`config.mk`:
```
export PLATFORM = sky130hd
export DESIGN_NAME = instruction_assembler
export DESIGN_NICKNAME = d
export VERILOG_FILES = /design/src/rtl/instruction_assembler.sv
export SDC_FILE = /design/constraint.sdc
export NUM_CORES = 1
export LEC_CHECK = 0
export BUFFER_PORTS_ARGS = -buffer_cell sky130_fd_sc_hd__buf_2
export CORE_ASPECT_RATIO = 1.25
export CORE_MARGIN = 4
export CORE_UTILIZATION = 60
export DETAILED_ROUTE_END_ITERATION = 10
export GPL_TIMING_DRIVEN = 0
export HOLD_SLACK_MARGIN = 0.12
export PLACE_DENSITY_LB_ADDON = 0.12
export SLEW_MARGIN = 20
export SYNTH_ARGS = -nofsm -noshare
export SYNTH_HDL_FRONTEND = slang
export SYNTH_SLANG_ARGS = --single-unit
```
`constraint.sdc`:
```
create_clock -name i_clk -period 2.47 [get_ports i_clk]
set_input_delay 0.247 -clock i_clk [delete_from_list [all_inputs] [get_ports i_clk]]
set_output_delay 0.247 -clock i_clk [all_outputs]
set_load 0.01 [all_outputs]
```
`src/rtl/instruction_assembler.sv`:
```
// Assembles host-link bytes into 32-bit words (LSB first) and queues them,
// releasing one word per cycle while blanking so updates never tear a line.
module instruction_assembler #(
  parameter int DEPTH          = 4,
  parameter int TIMEOUT_CYCLES = 1000000
) (
  input  logic                    i_clk,
  input  logic                    i_reset,
  input  logic [7:0]              i_byte,
  input  logic                    i_byte_valid,
  input  logic                    i_blanking,
  output logic [31:0]             o_instruction,
  output logic                    o_instruction_ready,
  output logic [$clog2(DEPTH):0]  o_fifo_level,
  output logic                    o_frame_error,
  output logic                    o_overflow
);

  localparam int PW = $clog2(DEPTH);
  localparam int LW = PW + 1;
  localparam int TW = $clog2(TIMEOUT_CYCLES);
  localparam logic [TW-1:0] TMAX = TW'(TIMEOUT_CYCLES - 1);
  localparam logic [LW-1:0] FULL = LW'(DEPTH);

  typedef enum logic {IDLE, COLLECT} state_e;

  state_e          state_q, state_d;
  logic [1:0]      cnt_q, cnt_d;
  logic [TW-1:0]   tmo_q, tmo_d;
  logic [23:0]     lanes_q;
  logic [31:0]     mem_q [DEPTH];
  logic [PW-1:0]   wptr_q, rptr_q;
  logic [LW-1:0]   level_q, level_d;
  logic [31:0]     instr_q;
  logic            rdy_q;
  logic            ferr_q;
  logic            ovf_q;

  logic            timeout;
  logic            push_req;
  logic            push_ok;
  logic            drop;
  logic            pop;
  logic            full;
  logic [31:0]     word;

  always_ff @(posedge i_clk) begin
    if (i_reset) state_q <= IDLE;
    else         state_q <= state_d;
  end

  always_comb begin
    state_d = state_q;
    cnt_d   = cnt_q;
    tmo_d   = tmo_q;
    timeout = 1'b0;
    unique case (state_q)
      IDLE: begin
        tmo_d = '0;
        if (i_byte_valid) begin
          cnt_d   = 2'd1;
          state_d = COLLECT;
        end
      end
      COLLECT: begin
        if (i_byte_valid) begin
          tmo_d = '0;
          if (cnt_q == 2'd3) begin
            cnt_d   = 2'd0;
            state_d = IDLE;
          end else begin
            cnt_d = cnt_q + 2'd1;
          end
        end else if (tmo_q == TMAX) begin
          timeout = 1'b1;
          cnt_d   = 2'd0;
          tmo_d   = '0;
          state_d = IDLE;
        end else begin
          tmo_d = tmo_q + TW'(1);
        end
      end
    endcase
  end

  // A push into an empty FIFO is never popped on the same edge: pop
  // looks only at the registered level.
  always_comb begin
    push_req = i_byte_valid && (state_q == COLLECT) && (cnt_q == 2'd3);
    word     = {i_byte, lanes_q};
    full     = (level_q == FULL);
    pop      = (level_q != '0) && i_blanking;
    push_ok  = push_req && (!full || pop);
    drop     = push_req && full && !pop;
    unique case ({push_ok, pop})
      2'b10:   level_d = level_q + LW'(1);
      2'b01:   level_d = level_q - LW'(1);
      default: level_d = level_q;
    endcase
  end

  always_ff @(posedge i_clk) begin
    if (i_reset) begin
      cnt_q   <= 2'd0;
      tmo_q   <= '0;
      lanes_q <= '0;
      wptr_q  <= '0;
      rptr_q  <= '0;
      level_q <= '0;
      instr_q <= '0;
      rdy_q   <= 1'b0;
      ferr_q  <= 1'b0;
      ovf_q   <= 1'b0;
    end else begin
      cnt_q   <= cnt_d;
      tmo_q   <= tmo_d;
      level_q <= level_d;
      ferr_q  <= timeout;
      rdy_q   <= pop;
      instr_q <= pop ? mem_q[rptr_q] : 32'h0;
      if (drop) ovf_q <= 1'b1;
      if (pop) rptr_q <= rptr_q + PW'(1);
      if (push_ok) wptr_q <= wptr_q + PW'(1);
      if (i_byte_valid) begin
        case (cnt_q)
          2'd0:    lanes_q[7:0]   <= i_byte;
          2'd1:    lanes_q[15:8]  <= i_byte;
          2'd2:    lanes_q[23:16] <= i_byte;
          default: ;
        endcase
      end
    end
  end

  always_ff @(posedge i_clk) begin
    if (!i_reset && push_ok) mem_q[wptr_q] <= word;
  end

  assign o_instruction       = instr_q;
  assign o_instruction_ready = rdy_q;
  assign o_fifo_level        = level_q;
  assign o_frame_error       = ferr_q;
  assign o_overflow          = ovf_q;

endmodule

```
# Yosys cells after proc, flatten, opt, wreduce, memory -nomap -nowiden
# Memory sizes are Yosys's and may differ from the RTL's. A register that Yosys moved wholly into a read port is not among the register bits.
# Index checks and enable logic that the tools add are counted.
[totals]
memories = 1
ram_bits = 128
elab_cells = 67
inputBits = 12
ff_bits = 57
[mem_list]
columns = ["name", "depth", "word_bits", "read_ports", "rd_clocked_by_memory_dff", "wr", "line", "source"]
rows = [
  ["mem_q", 4, 32, 1, 1, 1, "31", "logic [31:0] mem_q [DEPTH];"],
]
[op_classes]
n_reduce_logical = 20
n_mux = 17
n_eq_ne = 9
bitwise = 2
addsub = 6
[ops]
columns = ["operator", "count"]
rows = [
  ["$mux W20", 2],
  ["$pmux W20 S2", 1],
  ["$add A20 B1 Y20 const B", 1],
  ["$eq A20 B20 Y1 const B", 1],
  ["$mux W2", 4],
  ["$reduce_and A2 Y1", 4],
  ["$logic_and A1 B1 Y1", 7],
  ["$mux W1", 7],
  ["$add A2 B1 Y2 const B", 3],
  ["$eq A2 B2 Y1 const B", 3],
  ["$pmux W3 S2", 1],
  ["$eq A2 B1 Y1 const B", 2],
  ["$pmux W2 S2", 1],
  ["$add A3 B1 Y3 const B", 1],
  ["$eq A3 B3 Y1 const B", 1],
  ["$logic_not A1 Y1", 3],
  ["$ne A3 B2 Y1 const B", 1],
  ["$reduce_bool A3 Y1", 1],
  ["$reduce_or A3 Y1", 1],
  ["$sub A3 B1 Y3 const B", 1],
  ["$logic_not A2 Y1", 1],
  ["$ne A2 B2 Y1 const B", 1],
  ["$not A1 Y1", 2],
  ["$pmux W1 S2", 1],
  ["3 further kinds", 3],
]

# Longest topological paths before layout
[depth]
depth_word = 7
ltp_mapped = 8
ltp_nobuf = 8

# Worst setup path after synthesis
# Ideal clock, no wire load.
[synth_timing]
path_type = "register to register"
startpoint = "register cnt_q[0]"
endpoint = "memory mem_q[1][0], enable pin"
arrival_ps = 1878
stages_incl_launch_ff = 5
synth_period_minus_slack_ps = 2270
setup_slack_ps = 200
required_ps = 2078
cell_sequence = "dfxtp_1 -> ha_1 -> nand3_1 -> nor3_1 -> and2_1"
[synth_via]
elab_chain_len = 6
[synth_lines]
columns = ["element", "line", "source"]
rows = [
  ["start, declared", "28", "logic [1:0] cnt_q, cnt_d;"],
  ["start signal, assigned", "115", "cnt_q <= cnt_d;"],
  ["$eq A2 B2 Y1", "89", "push_req = i_byte_valid && (state_q == COLLECT) && (cnt_q == 2'd3);"],
  ["$logic_and A1 B1 Y1", "89", ""],
  ["$logic_and A1 B1 Y1", "93", "push_ok = push_req && (!full || pop);"],
  ["$logic_and A1 B1 Y1", "136", "if (!i_reset && push_ok) mem_q[wptr_q] <= word;"],
  ["$mux W1", "136", ""],
  ["$mux W1 (not written as such)", "136", ""],
  ["end, declared", "31", ""],
]
# Every way passes these cells.

# Worst setup path after layout
[layout_timing]
startpoint = "register cnt_q[0]"
endpoint = "memory mem_q[3][25], enable pin"
# The elaborated chain is that of the path after synthesis.

==> impl_metrics.ini <==
[yosys]
synth_area_um2 = 7950
synthAdderAreaFrac = 0.0167
syn_inst = 532
syn-num-nets = 554
yosysSeqAreaShare = 0.707
synth_xor_area_frac = 0.0176
yosysWarnings = 0
synth_mux_area_frac = 0.0906
synthArstFlopShare = 0
synth_compound_area_frac = 0.0378
ys_ff_latch = 217
synthFlopType = edfxtp_1
synth_cell_types = 41
synth_edf_count = 128
syn_avg_cell_area_um2 = 14.9
synth_top_family_by_area = simple AND/OR/NAND/NOR gates
yosys.area_share.simple = 0.112

[setup_path]
path_delay_family = simple AND/OR/NAND/NOR gates
path_class = reg2reg
crit_required_ns = 2.65
end_kind = register
cp-start-kind = register
path_buf_inv = 1
worstPathCellList = ha_1 > nand3_1 > nor3_1 > and2_2 > buf_16
crit_slowest_cell = and2_2
cp_max_fo = 18
crit_arrival_ns = 2.55
cp_slowest_stage_delay_ns = 0.57

[final_layout]
final_common_cell = edfxtp_1
drive_gt1_frac = 0.207
n_antenna_cell = 0
fin_nets = 636
syn_to_final_growth_pct = 16.5
finish.utilization = 0.722
n_fill_cell = 879
mostFrequentLayoutCells = 128 x edfxtp_1, 89 x dfxtp_1, 51 x buf_2
regArea_um2 = 5630
stdcell_count = 796
multi_input_area_um2 = 2190

[detailed_routing]
final_antenna_net_count = 0
post-route-drc-count = 0
wl_per_cell_um = 18.8
firstDrtPassIters = 6
num_vias = 4597
drt-initial-drc-count = 344
viasPerCell = 5.78
wl_um = 14900

[clock_network]
post_cts_buffers = 0
clk_pin_slew_worst_paths_ns = 0.06
cts-root-buf = clkbuf_16
cts.sinks = 217
htree_levels = 1
insertion_delay_ns = 0.48
cts_inserted_buffers = 20
cts_tree = done
cts_buffer_depth = 3

[floorplan]
core-area_um2 = 12800
die_area_um2 = 15200
io_pins = 50
start_util = 0.620
die_h_um = 137
rows = 46
die_width_um = 111

[timing]
whs_ns = 0.223
final-setup-viol-count = 0
period_minus_slack_ns = 2.37
worst_pin_slew_ns = 0.690
timing.fmax_ghz = 0.422
rsz0062_at_grt = true
max_slew_margin = 0.540
final.period_utilization = 0.959
drv_slew = 0
skew_ns = 0.0166
finalHoldViolations = 0
finalSetupTns_ns = 0

[placed_design]
place_hpwl_um = 9940
gp_congestion = 0.771
port_buffers = 48
dpl.cell_count = 752

[grt]
grt_pass1_vias = 4811
grt_usage = 0.207
grt_pass1_wl_um = 24800
antenna_found_initial = 0
grt_max_degree = 20
overflow = 0

[flow_run]
drv_cap = 0

[worst_hold_path]
hp-class = in2reg

[outcome]
status = completed

[pwr]
p_leak_nw = 3.14
irDropWorstVdd_mv = 0.678
power_mw = 8.07
p_per_area_nw_per_um2 = 871
## power by group
group | total (mW) | internal, mW | switching (mW)
Combinational | 1.05 | 0.525 | 0.530
Clock | 3.01 | 1.78 | 1.23
Sequential | 4.00 | 3.93 | 0.0684
## cells in the mapped netlist (all sizes together), types with 6 or more instances
library cell,instances,area [um^2]
a21oi,34,170
ha,9,113
and2,37,231
dfxtp,89,1780
nor2,24,90.1
o21ai,6,30.0
nand2,36,135
nand3,37,198
mux4,32,721
inv,13,48.8
xnor2,12,105
buf,7,30.0
clkbuf,18,67.6
nor3,10,50.1
edfxtp,128,3840
## stage by stage
| step | setup WS (ns) | area [um^2] |
|---|---|---|
| finish | 0.102 | 9260 |
| global route | -0.0842 | 9260 |
| CTS | 0.0585 | 9260 |
| detailed placement | 0.0776 | 8520 |
| global placement | -0.617 | 8400 |
| floorplan | 0.200 | 7950 |
## path summary, 6_finish.rpt
check / startpoint / endpoint / slack, ns / cells past startpoint
worst max-delay path: cnt_q[0] / mem_q[3][25] / 0.10 / 5
worst min-delay path: i_blanking / o_overflow / 0.22 / 4
worst max register to register: cnt_q[0] / mem_q[3][25] / 0.10 / 5
worst min register to register: tmo_q[19] / tmo_q[19] / 0.48 / 2
## metal layers
metal	wire length, um	vias up	track usage
met5	0	-	0
met4	358	0	0.0684
met3	728	33	0.0323
met2	7960	141	0.383
met1	5880	2292	0.248
li1	-	2131	-
## registers in the layout (all words and copies together), names as in the netlist
register,flops
o_frame_error,1
o_overflow,1
o_instruction,32
o_instruction_ready,1
lanes_q,24
o_fifo_level,3
state_q,1
tmo_q,20
wptr_q,2
rptr_q,2
mem_q,128
cnt_q,2
## cell families (layout without fill, tap and decap cells)
group,Yosys count,count (layout)
AO/OA/AOI/OAI,53,53
XOR/XNOR,16,16
buffers and inverters,38,134
adder cells (fa/ha/maj),10,10
flip-flops,217,217
multiplexers,32,32
AND/OR/NAND/NOR,166,166
## area by class of cell
type / instances / share of cell area
clock buffers: 29 / 0.0643
well taps: 168 / 0.0227
multi-input cells: 277 / 0.236
clock inverters: 7 / 0.00703
repair buffers: 60 / 0.0465
inverters: 13 / 0.00527
plain buffers: 25 / 0.0105
flip-flops and latches: 217 / 0.607
## repair_timing
action | 4_1_cts | 5_1_grt
endpoints found under the setup margin | 0 | 33
hold buffers | 8 | 0
resized for setup | 0 | 1
endpoints found under the hold margin | 49 | 0
## tightest hold or removal path: cells and delay by family
family | cells | cell delay, ns
AOI/OAI and AO/OA | 1 | 0.14
and+or+nand+nor | 2 | 0.12
buffers and inverters | 1 | 0.14
No activity file was read; power rests on OpenSTA's default activity.
